==> src/rtl/mem_pkg.sv <==
// rtl/mem_pkg.sv - funct3 codes and FSM state encoding for the memory access stage
package mem_pkg;

   localparam logic [2:0] F3_B  = 3'b000;
   localparam logic [2:0] F3_H  = 3'b001;
   localparam logic [2:0] F3_W  = 3'b010;
   localparam logic [2:0] F3_BU = 3'b100;
   localparam logic [2:0] F3_HU = 3'b101;

   typedef enum logic [1:0] {
      IDLE = 2'd0,
      WAIT = 2'd1,
      DONE = 2'd2
   } state_t;

endpackage

==> src/rtl/load_extend.sv <==
// rtl/load_extend.sv - lane select and sign/zero extension of a loaded word
module load_extend
   import mem_pkg::*;
(
   input  logic [31:0] rdata,
   input  logic [1:0]  offset,
   input  logic [2:0]  funct3,
   output logic [31:0] data
);

   logic [7:0]  w_byte;
   logic [15:0] w_half;

   always_comb begin
      w_byte = rdata[7:0];
      case (offset)
         2'd1:    w_byte = rdata[15:8];
         2'd2:    w_byte = rdata[23:16];
         2'd3:    w_byte = rdata[31:24];
         default: w_byte = rdata[7:0];
      endcase
      // Halfword lane follows offset[1] only; an odd offset is never trapped here
      w_half = offset[1] ? rdata[31:16] : rdata[15:0];
   end

   always_comb begin
      data = rdata;
      case (funct3)
         F3_B:    data = {{24{w_byte[7]}}, w_byte};
         F3_BU:   data = {24'd0, w_byte};
         F3_H:    data = {{16{w_half[15]}}, w_half};
         F3_HU:   data = {16'd0, w_half};
         default: data = rdata;
      endcase
   end

endmodule

==> src/rtl/mem_access_stage.sv <==
// rtl/mem_access_stage.sv - RV32I MEM stage: dmem req/ack handshake, byte lanes, load extension
// Optional misaligned-access trap enabled by MEM_MISALIGN_TRAP_EN.
module mem_access_stage
   import mem_pkg::*;
#(
   parameter int ACK_TIMEOUT = 16,
   parameter int ADDR_W      = 32
) (
   input  logic              clk,
   input  logic              rst,
   input  logic              req_valid_in,
   input  logic              mem_write_in,
   input  logic [2:0]        mem_funct3_in,
   input  logic [31:0]       addr_in,
   input  logic [31:0]       store_data_in,
   output logic              dmem_req,
   output logic              dmem_we,
   output logic [ADDR_W-1:0] dmem_addr,
   output logic [3:0]        dmem_be,
   output logic [31:0]       dmem_wdata,
   input  logic              dmem_ack,
   input  logic [31:0]       dmem_rdata,
   output logic [31:0]       load_data_out,
   output logic              done_out,
   output logic              stall_out,
   output logic              bus_error_out,
   output logic              misaligned_out
);

   state_t            r_state;
   state_t            w_next;
   logic [7:0]        r_cnt;
   logic              r_req;
   logic              r_we;
   logic [ADDR_W-1:0] r_addr;
   logic [3:0]        r_be;
   logic [31:0]       r_wdata;
   logic [1:0]        r_off;
   logic [2:0]        r_funct3;
   logic [31:0]       r_load;
   logic              r_done;
   logic              r_bus_err;
   logic              r_misal;

   logic [3:0]        w_be;
   logic [31:0]       w_wdata;
   logic [31:0]       w_ext;
   logic              w_misaligned;
   logic              w_timeout;

   always_comb begin
      w_be    = 4'b1111;
      w_wdata = store_data_in;
      case (mem_funct3_in)
         F3_B, F3_BU: begin
            w_be    = 4'b0001 << addr_in[1:0];
            w_wdata = {4{store_data_in[7:0]}};
         end
         F3_H, F3_HU: begin
            w_be    = addr_in[1] ? 4'b1100 : 4'b0011;
            w_wdata = {2{store_data_in[15:0]}};
         end
         default: begin
            w_be    = 4'b1111;
            w_wdata = store_data_in;
         end
      endcase
   end

`ifdef MEM_MISALIGN_TRAP_EN
   always_comb begin
      w_misaligned = 1'b0;
      case (mem_funct3_in)
         F3_B, F3_BU: w_misaligned = 1'b0;
         F3_H, F3_HU: w_misaligned = addr_in[0];
         default:     w_misaligned = (addr_in[1:0] != 2'b00);
      endcase
   end
`else
   assign w_misaligned = 1'b0;
`endif

   assign w_timeout = (r_cnt == 8'(ACK_TIMEOUT - 1));

   load_extend u_load_extend (
      .rdata  (dmem_rdata),
      .offset (r_off),
      .funct3 (r_funct3),
      .data   (w_ext)
   );

   always_ff @(posedge clk) begin
      if (!rst) r_state <= IDLE;
      else      r_state <= w_next;
   end

   // DONE never issues: req_valid_in still shows the retiring op there
   always_comb begin
      w_next = r_state;
      case (r_state)
         IDLE:    if (req_valid_in) w_next = w_misaligned ? DONE : WAIT;
         WAIT:    if (dmem_ack || w_timeout) w_next = DONE;
         DONE:    w_next = IDLE;
         default: w_next = IDLE;
      endcase
   end

   always_ff @(posedge clk) begin
      if (!rst) begin
         r_cnt     <= 8'd0;
         r_req     <= 1'b0;
         r_we      <= 1'b0;
         r_addr    <= '0;
         r_be      <= 4'd0;
         r_wdata   <= 32'd0;
         r_off     <= 2'd0;
         r_funct3  <= 3'd0;
         r_load    <= 32'd0;
         r_done    <= 1'b0;
         r_bus_err <= 1'b0;
         r_misal   <= 1'b0;
      end else begin
         case (r_state)
            IDLE: begin
               if (req_valid_in) begin
                  if (w_misaligned) begin
                     r_done  <= 1'b1;
                     r_misal <= 1'b1;
                     r_load  <= 32'd0;
                  end else begin
                     r_req    <= 1'b1;
                     r_we     <= mem_write_in;
                     r_addr   <= {addr_in[ADDR_W-1:2], 2'b00};
                     r_be     <= w_be;
                     r_wdata  <= w_wdata;
                     r_off    <= addr_in[1:0];
                     r_funct3 <= mem_funct3_in;
                     r_cnt    <= 8'd0;
                  end
               end
            end
            WAIT: begin
               if (dmem_ack) begin
                  r_req  <= 1'b0;
                  r_done <= 1'b1;
                  if (!r_we) r_load <= w_ext;
               end else if (w_timeout) begin
                  r_req     <= 1'b0;
                  r_load    <= 32'd0;
                  r_bus_err <= 1'b1;
                  r_done    <= 1'b1;
               end else begin
                  r_cnt <= r_cnt + 8'd1;
               end
            end
            DONE: begin
               r_done    <= 1'b0;
               r_bus_err <= 1'b0;
               r_misal   <= 1'b0;
            end
            default: ;
         endcase
      end
   end

   assign stall_out      = ((r_state == IDLE) && req_valid_in) || (r_state == WAIT);
   assign dmem_req       = r_req;
   assign dmem_we        = r_we;
   assign dmem_addr      = r_addr;
   assign dmem_be        = r_be;
   assign dmem_wdata     = r_wdata;
   assign load_data_out  = r_load;
   assign done_out       = r_done;
   assign bus_error_out  = r_bus_err;
   assign misaligned_out = r_misal;

endmodule

==> config.mk <==
export PLATFORM = sky130hd
export DESIGN_NAME = mem_access_stage
export DESIGN_NICKNAME = d
export VERILOG_FILES = /design/src/rtl/mem_pkg.sv /design/src/rtl/load_extend.sv /design/src/rtl/mem_access_stage.sv
export SDC_FILE = /design/constraint.sdc
export NUM_CORES = 1
export LEC_CHECK = 0
export ABC_CLOCK_PERIOD_IN_PS = 1700
export CAP_MARGIN = 20
export CORE_ASPECT_RATIO = 1.2
export CORE_MARGIN = 2
export CORE_UTILIZATION = 35
export CTS_CLUSTER_DIAMETER = 80
export DETAILED_ROUTE_END_ITERATION = 16
export PLACE_DENSITY = 0.7
export SYNTH_ARGS = -nofsm -noshare
export SYNTH_HDL_FRONTEND = slang
export SYNTH_SLANG_ARGS = --single-unit
==> constraint.sdc <==
create_clock -name clk -period 1.7 [get_ports clk]
set_input_delay 0.34 -clock clk [delete_from_list [all_inputs] [get_ports clk]]
set_output_delay 0.34 -clock clk [all_outputs]
set_load 0.02 [all_outputs]
After elaboration in Yosys (flattened, before gate mapping)
Index checks and enable logic that the tools add are counted.
Widths: inputs -> output; s select.
{ "totals": {"regBits": 117, "elab_cells": 76, "output_inout_bits": 106, "input_bits": 104} }
{ "op_classes": {"eq_ne": 19, "n_addsub": 1, "reduce_logical": 18, "n_mux": 25, "shift": 1} }
{ "ops": {"columns": ["cell", "n"], "rows": [
  ["$pmux 32 s4", 1],
  ["$mux 32", 3],
  ["$pmux 32 s2", 1],
  ["$mux 8", 3],
  ["$pmux 8 s3", 1],
  ["$mux 16", 1],
  ["$pmux 8 s2", 1],
  ["$eq 3x3->1 const B", 4],
  ["$ne 2x2->1 const B", 6],
  ["$reduce_and 3->1", 3],
  ["$add 8x1->8 const B", 1],
  ["$eq 8x4->1 const B", 1],
  ["$pmux 4 s2", 1],
  ["$eq 2x2->1 const B", 3],
  ["$eq 3x1->1 const B", 2],
  ["$logic_not 3->1", 2],
  ["$mux 1", 6],
  ["$pmux 1 s2", 3],
  ["$reduce_and 2->1", 3],
  ["$reduce_bool 2->1", 3],
  ["$eq 2x1->1 const B", 2],
  ["$mux 2", 2],
  ["$mux 4", 1],
  ["$pmux 2 s2", 1],
  ["other kinds (7)", 9]
]} }

Longest topological paths before layout
{ "depth": {"word_depth": 5, "depth_mapped": 7, "depth_no_buf": 5} }

Cells and area by module
Synthesis repeated with hierarchy kept, for this count alone.
{ "hier_totals": {"hier_cells": 628, "hier_area_um2": 5188.7} }
{ "by_module_without_submodules": {"columns": ["mod", "cells_each", "instances", "area_per_inst_um2"], "rows": [
  ["mem_access_stage", 517, 1, 4520.6],
  ["load_extend", 111, 1, 668.1]
]} }

Least setup slack after synthesis
OpenSTA, ideal clock, no wires.
{ "synth_path": {"path_type": "register to register", "from": "reg r_cnt[0]", "to": "reg r_cnt[6]", "arrival_time_ns": 1.738, "n_path_buf": 1, "setup_time_ns": 0.060, "required_ns": 1.640, "path_stages_with_launch": 7, "slack_ns": -0.098, "cell_sequence": "dfxtp_1 ha_1 and4b_1 a211o_1 buf_2 a2111o_1 nand2_1"} }
{ "synth_via": {"elab_chain_cells": 4} }
{ "synth_rtl": {"columns": ["element", "line_no", "text"], "rows": [
  ["start: declaration", "mem_access_stage.sv:32", "logic [7:0] r_cnt;"],
  ["start signal: assignment", "mem_access_stage.sv:153", "r_cnt <= r_cnt + 8'd1;"],
  ["$add 8x1->8", "mem_access_stage.sv:153", null],
  ["$mux 8", "mem_access_stage.sv:147", "end else if (w_timeout) begin"],
  ["$mux 8", "mem_access_stage.sv:143", "if (dmem_ack) begin"],
  ["$pmux 8 s2", "mem_access_stage.sv:123", "case (r_state)"]
]} }
Parallel ways exist; a longest one is shown, timed or not. The select of a mux whose other input is x is not followed.
A chain may end at the register's enable or synchronous reset.

Worst setup path after layout
{ "layout_path": {"from": "reg r_off[1]", "to": "reg r_load[29] (netlist: load_data_out[29])"} }
{ "layout_via": {"elab_chain_cells": 5} }
{ "layout_rtl": {"columns": ["element", "line_no", "text"], "rows": [
  ["start: declaration", "mem_access_stage.sv:38", "logic [1:0] r_off;"],
  ["start signal: assignment", "mem_access_stage.sv:136", "r_off <= addr_in[1:0];"],
  ["$eq 2x2->1 or $eq 2x1->1 (tied branches)", "load_extend.sv:16", "case (offset)"],
  ["$pmux 8 s3", "load_extend.sv:16", null],
  ["$pmux 32 s4 *", "load_extend.sv:28", "case (funct3)"],
  ["$mux 32 *", "mem_access_stage.sv:146", "if (!r_we) r_load <= w_ext;"],
  ["$mux 32 *", "mem_access_stage.sv:143", null],
  ["end signal: assignment", "mem_access_stage.sv:146", null],
  ["end: declaration", "mem_access_stage.sv:40", "logic [31:0] r_load;"]
]} }
Every way passes the cells marked *; elsewhere a longest branch is shown, timed or not. The select of a mux whose other input is x is not followed.

==> results.yml <==
status:
  status: "complete, but fails checks"
  violations: "negative setup slack"
detailed_routing:
  wl_mm: 17.03
  first_pass_iters: 6
  post_drt_wl_per_cell_um: 17.01
  ant_nets: 0
  drt_iter0_drc: 392
  vias: 5320
  drc: 0
  vias_per_cell: 5.315
synthesis:
  netlist_area_um2: 5181
  synth_cell_type_count: 51
  async_flop_share: 0
  syn_inst: 580
  avgSynthCellArea_um2: 8.933
  ys_seq_area_frac: 0.4521
  synth.ff_latch_count: 117
  ys_warn_count: 0
  synth_edf_count: 0
  ys.flop_type: "dfxtp_1"
cts:
  cts_made_buffers: 17
  cts_root_buf: "clkbuf_16"
  cts_htree_levels: 4
  clk_latency_ns: 0.41
  clockBufferDepth: 2
  cts.sinks: 117
  clkSlewWorstSetupHoldPaths_ns: 0.05
  cts_tree: "built"
  postCtsHoldBufs: 0
cells_and_area:
  nFillCells: 1304
  drive_gt1_frac: 0.1320
  diodes: 0
  area_delta_synth_final_pct: 60.13
  fin_cells: 1001
  final_util: 0.5756
  layout.nets: 918
sta:
  slew_headroom: 0.6639
  hold_ws_ns: 0.3678
  fin_tns_setup_ns: -0.01802
  hold_violations: 0
  fmax_ghz: 0.5857
  drv_slew: 0
  worst_slew_pin_slew_ns: 0.5023
  clock_skew_ns: 0.008242
  rsz0062_at_grt: "true"
  finalCritPeriodShare: 1.004
  setup_viol_count_final: 4
  fin_crit_ns: 1.707
  fin_ws_ns: -0.007461
worst_setup_path:
  crit_path_max_incr_delay_ns: 0.60
  end_kind: "flop"
  crit_arrival_ns: 2.00
  ff2ff_setup_slack_ns: -0.007
  crit_path_start_kind: "flop"
  r2r_cells: 5
  reg2reg_from: "r_off[1]"
  crit_chain: "mux4_2, nor2_4, nor4b_4, buf_12, a221o_1"
  critPathSlowestCell: "mux4_2"
  rr_endpoint: "load_data_out[29]"
  critPathMaxFanout: 16
  cp.required_ns: 1.99
  critPathKind: "flop to flop"
die:
  fp.dieH_um: 137.3
  fp.dieW_um: 115.1
  initial_core_util: 0.3595
  rows: 48
  io_pins: 210
  core_um2: 14410
  die_area_um2: 15800
global_route:
  grt_pass1_wl_mm: 26.22
  grt_max_degree: 72
  grtUsageTotal: 0.2120
  grt-ovfl-total: 0
  grt_pass1_vias: 5307
  antenna_found_initial: 0
hold_path:
  hold-path-endpoint: "bus_error_out"
  holdCritStartpoint: "rst"
  worstHoldPathType: "input port to flop"
  min_path_cells: 3
placement:
  dp.cells: 967
  dp_slack_ns: -0.7386
  gp_congestion: 0.8852
  io_buffers: 206
  dp_hpwl_mm: 12.46
pwr:
  sequentialPowerShare: 0.372
  total_leakage_power_nw: 3.790
  power.switching_mw: 2.073
  ir_drop_v: 0.0004746
  clkPwrFrac: 0.448
  swShare: 0.2560
  power_density_nw_per_um2: 976.1
  p_int_mw: 6.025
  combPwrFrac: 0.180
run:
  drv_cap: 0
==> cell usage after synthesis (all sizes together) (13+ instances only) <==
| library cell | number | area [µm²] |
|---|---|---|
| a21boi | 55 | 412.9 |
| a21oi | 17 | 85.08 |
| a221o | 17 | 170.2 |
| a22o | 13 | 113.9 |
| buf | 22 | 126.4 |
| clkbuf | 29 | 108.9 |
| dfxtp | 117 | 2342 |
| mux2i | 23 | 230.2 |
| nand2 | 133 | 499.2 |
| nand3 | 16 | 80.08 |
| o211a | 16 | 160.2 |
| o21ai | 22 | 110.1 |
==> metal layers <==
metal | wire length (µm) | track usage | up-vias
li1 | - | - | 2556
met1 | 6668 | 0.2347 | 2492
met2 | 8473 | 0.3690 | 231
met3 | 1367 | 0.06379 | 41
met4 | 522 | 0.1031 | 0
met5 | 0 | 0 | -
==> metrics by stage <==
step	total power, mW	cell area, µm²
after detailed placement	4.596	7715
after CTS	8.162	8255
final	8.098	8297
after global placement	4.567	7715
after floorplan	3.772	5214
after global routing	8.419	8297
==> power by group through the flow <==
| stage | clock (mW) | combinational (mW) | sequential, mW |
|---|---|---|---|
| 2_1_floorplan | 0 | 0.524 | 3.25 |
| 3_3_place_gp | 0 | 1.50 | 3.07 |
| 3_5_place_dp | 0 | 1.52 | 3.07 |
| 4_1_cts | 3.70 | 1.45 | 3.01 |
| 5_1_grt | 3.82 | 1.57 | 3.03 |
| 6_report | 3.63 | 1.46 | 3.01 |
==> logic make-up after synthesis <==
logic type | Yosys count | synth area share
mux | 24 | 0.04878
compound gates | 190 | 0.2801
buf+inv | 59 | 0.05119
simple gates | 188 | 0.1647
other cells | 1 | 0.0007238
flops | 117 | 0.4521
fa+ha+maj | 1 | 0.002414
==> worst max path at each step <==
stage	start	end	slack (ns)	cells after the start
finish	r_off[1]	load_data_out[29]	-0.007	5
global route	r_off[1]	load_data_out[31]	-0.06	5
CTS	r_state[0]	stall_out	-0.007	3
detailed placement	req_valid_in	r_cnt[2]	-0.74	6
global placement	req_valid_in	r_cnt[2]	-0.66	6
floorplan	r_cnt[0]	r_cnt[6]	0.02	6
==> registers in the layout (all words and copies together) (netlist names) <==
signal and count:
dmem_wdata 32, load_data_out 32, dmem_addr 30, r_cnt 8, dmem_be 4, r_funct3 3
r_off 2, r_state 2, bus_error_out 1, dmem_req 1, dmem_we 1, done_out 1
==> worst max-delay path, delay by kind of cell (launching register included) <==
kind                   cells  cell delay (ns)
muxes                      1             0.60
buffers and inverters      1             0.15
AOI/OAI and AO/OA          1             0.28
and+or+nand+nor            2             0.19
DFF                        1             0.37
==> what timing repair did <==
action / in CTS / in global routing
pin swaps: 5 / 4
resized for setup: 121 / 9
cloned: 0 / 1
setup buffers: 1 / 0
endpoints found under the hold margin: 0 / 0
setup endpoints to repair: 133 / 32
==> layout make-up <==
cell class / instances / area [µm²] / area share
flip-flops and latches: 117 / 2350 / 0.2832
clock buffers: 23 / 479.2 / 0.05776
repair buffers: 262 / 2425 / 0.2923
clock inverters: 9 / 123.9 / 0.01493
inverters: 8 / 30.03 / 0.003619
well taps: 175 / 219.0 / 0.02639
multi-input cells: 407 / 2670 / 0.3218
==> layout by cell type (no fill, tap or decap), drive strengths merged, types with 3 or more instances in the layout <==
| cell type | Yosys | routed |
|---|---|---|
| nor2b | 9 | 9 |
| o2bb2ai | 3 | 3 |
| a2111o | 5 | 5 |
| nand3 | 16 | 16 |
| and2 | 5 | 5 |
| bufinv | 0 | 3 |
| o22ai | 9 | 9 |
| a21oi | 17 | 17 |
| a221o | 17 | 17 |
| a21boi | 55 | 55 |
| a22o | 13 | 13 |
| o21ai | 22 | 22 |
| nor3b | 3 | 3 |
| o2111ai | 4 | 4 |
| dfxtp | 117 | 117 |
| nor2 | 4 | 4 |
| inv | 7 | 7 |
| o211a | 16 | 16 |
| buf | 22 | 58 |
| clkbuf | 29 | 23 |
| a22oi | 4 | 4 |
| dlygate4sd2 | 0 | 103 |
| clkdlybuf4s50 | 0 | 101 |
| nand2 | 133 | 133 |
| mux2i | 23 | 23 |
| nand2b | 5 | 5 |
| clkinv | 1 | 7 |
| a211o | 3 | 4 |
| o221ai | 4 | 4 |
| o211ai | 9 | 9 |
| conb | 1 | 3 |
| a31oi | 3 | 3 |
No activity file was read; power rests on OpenSTA's default activity.
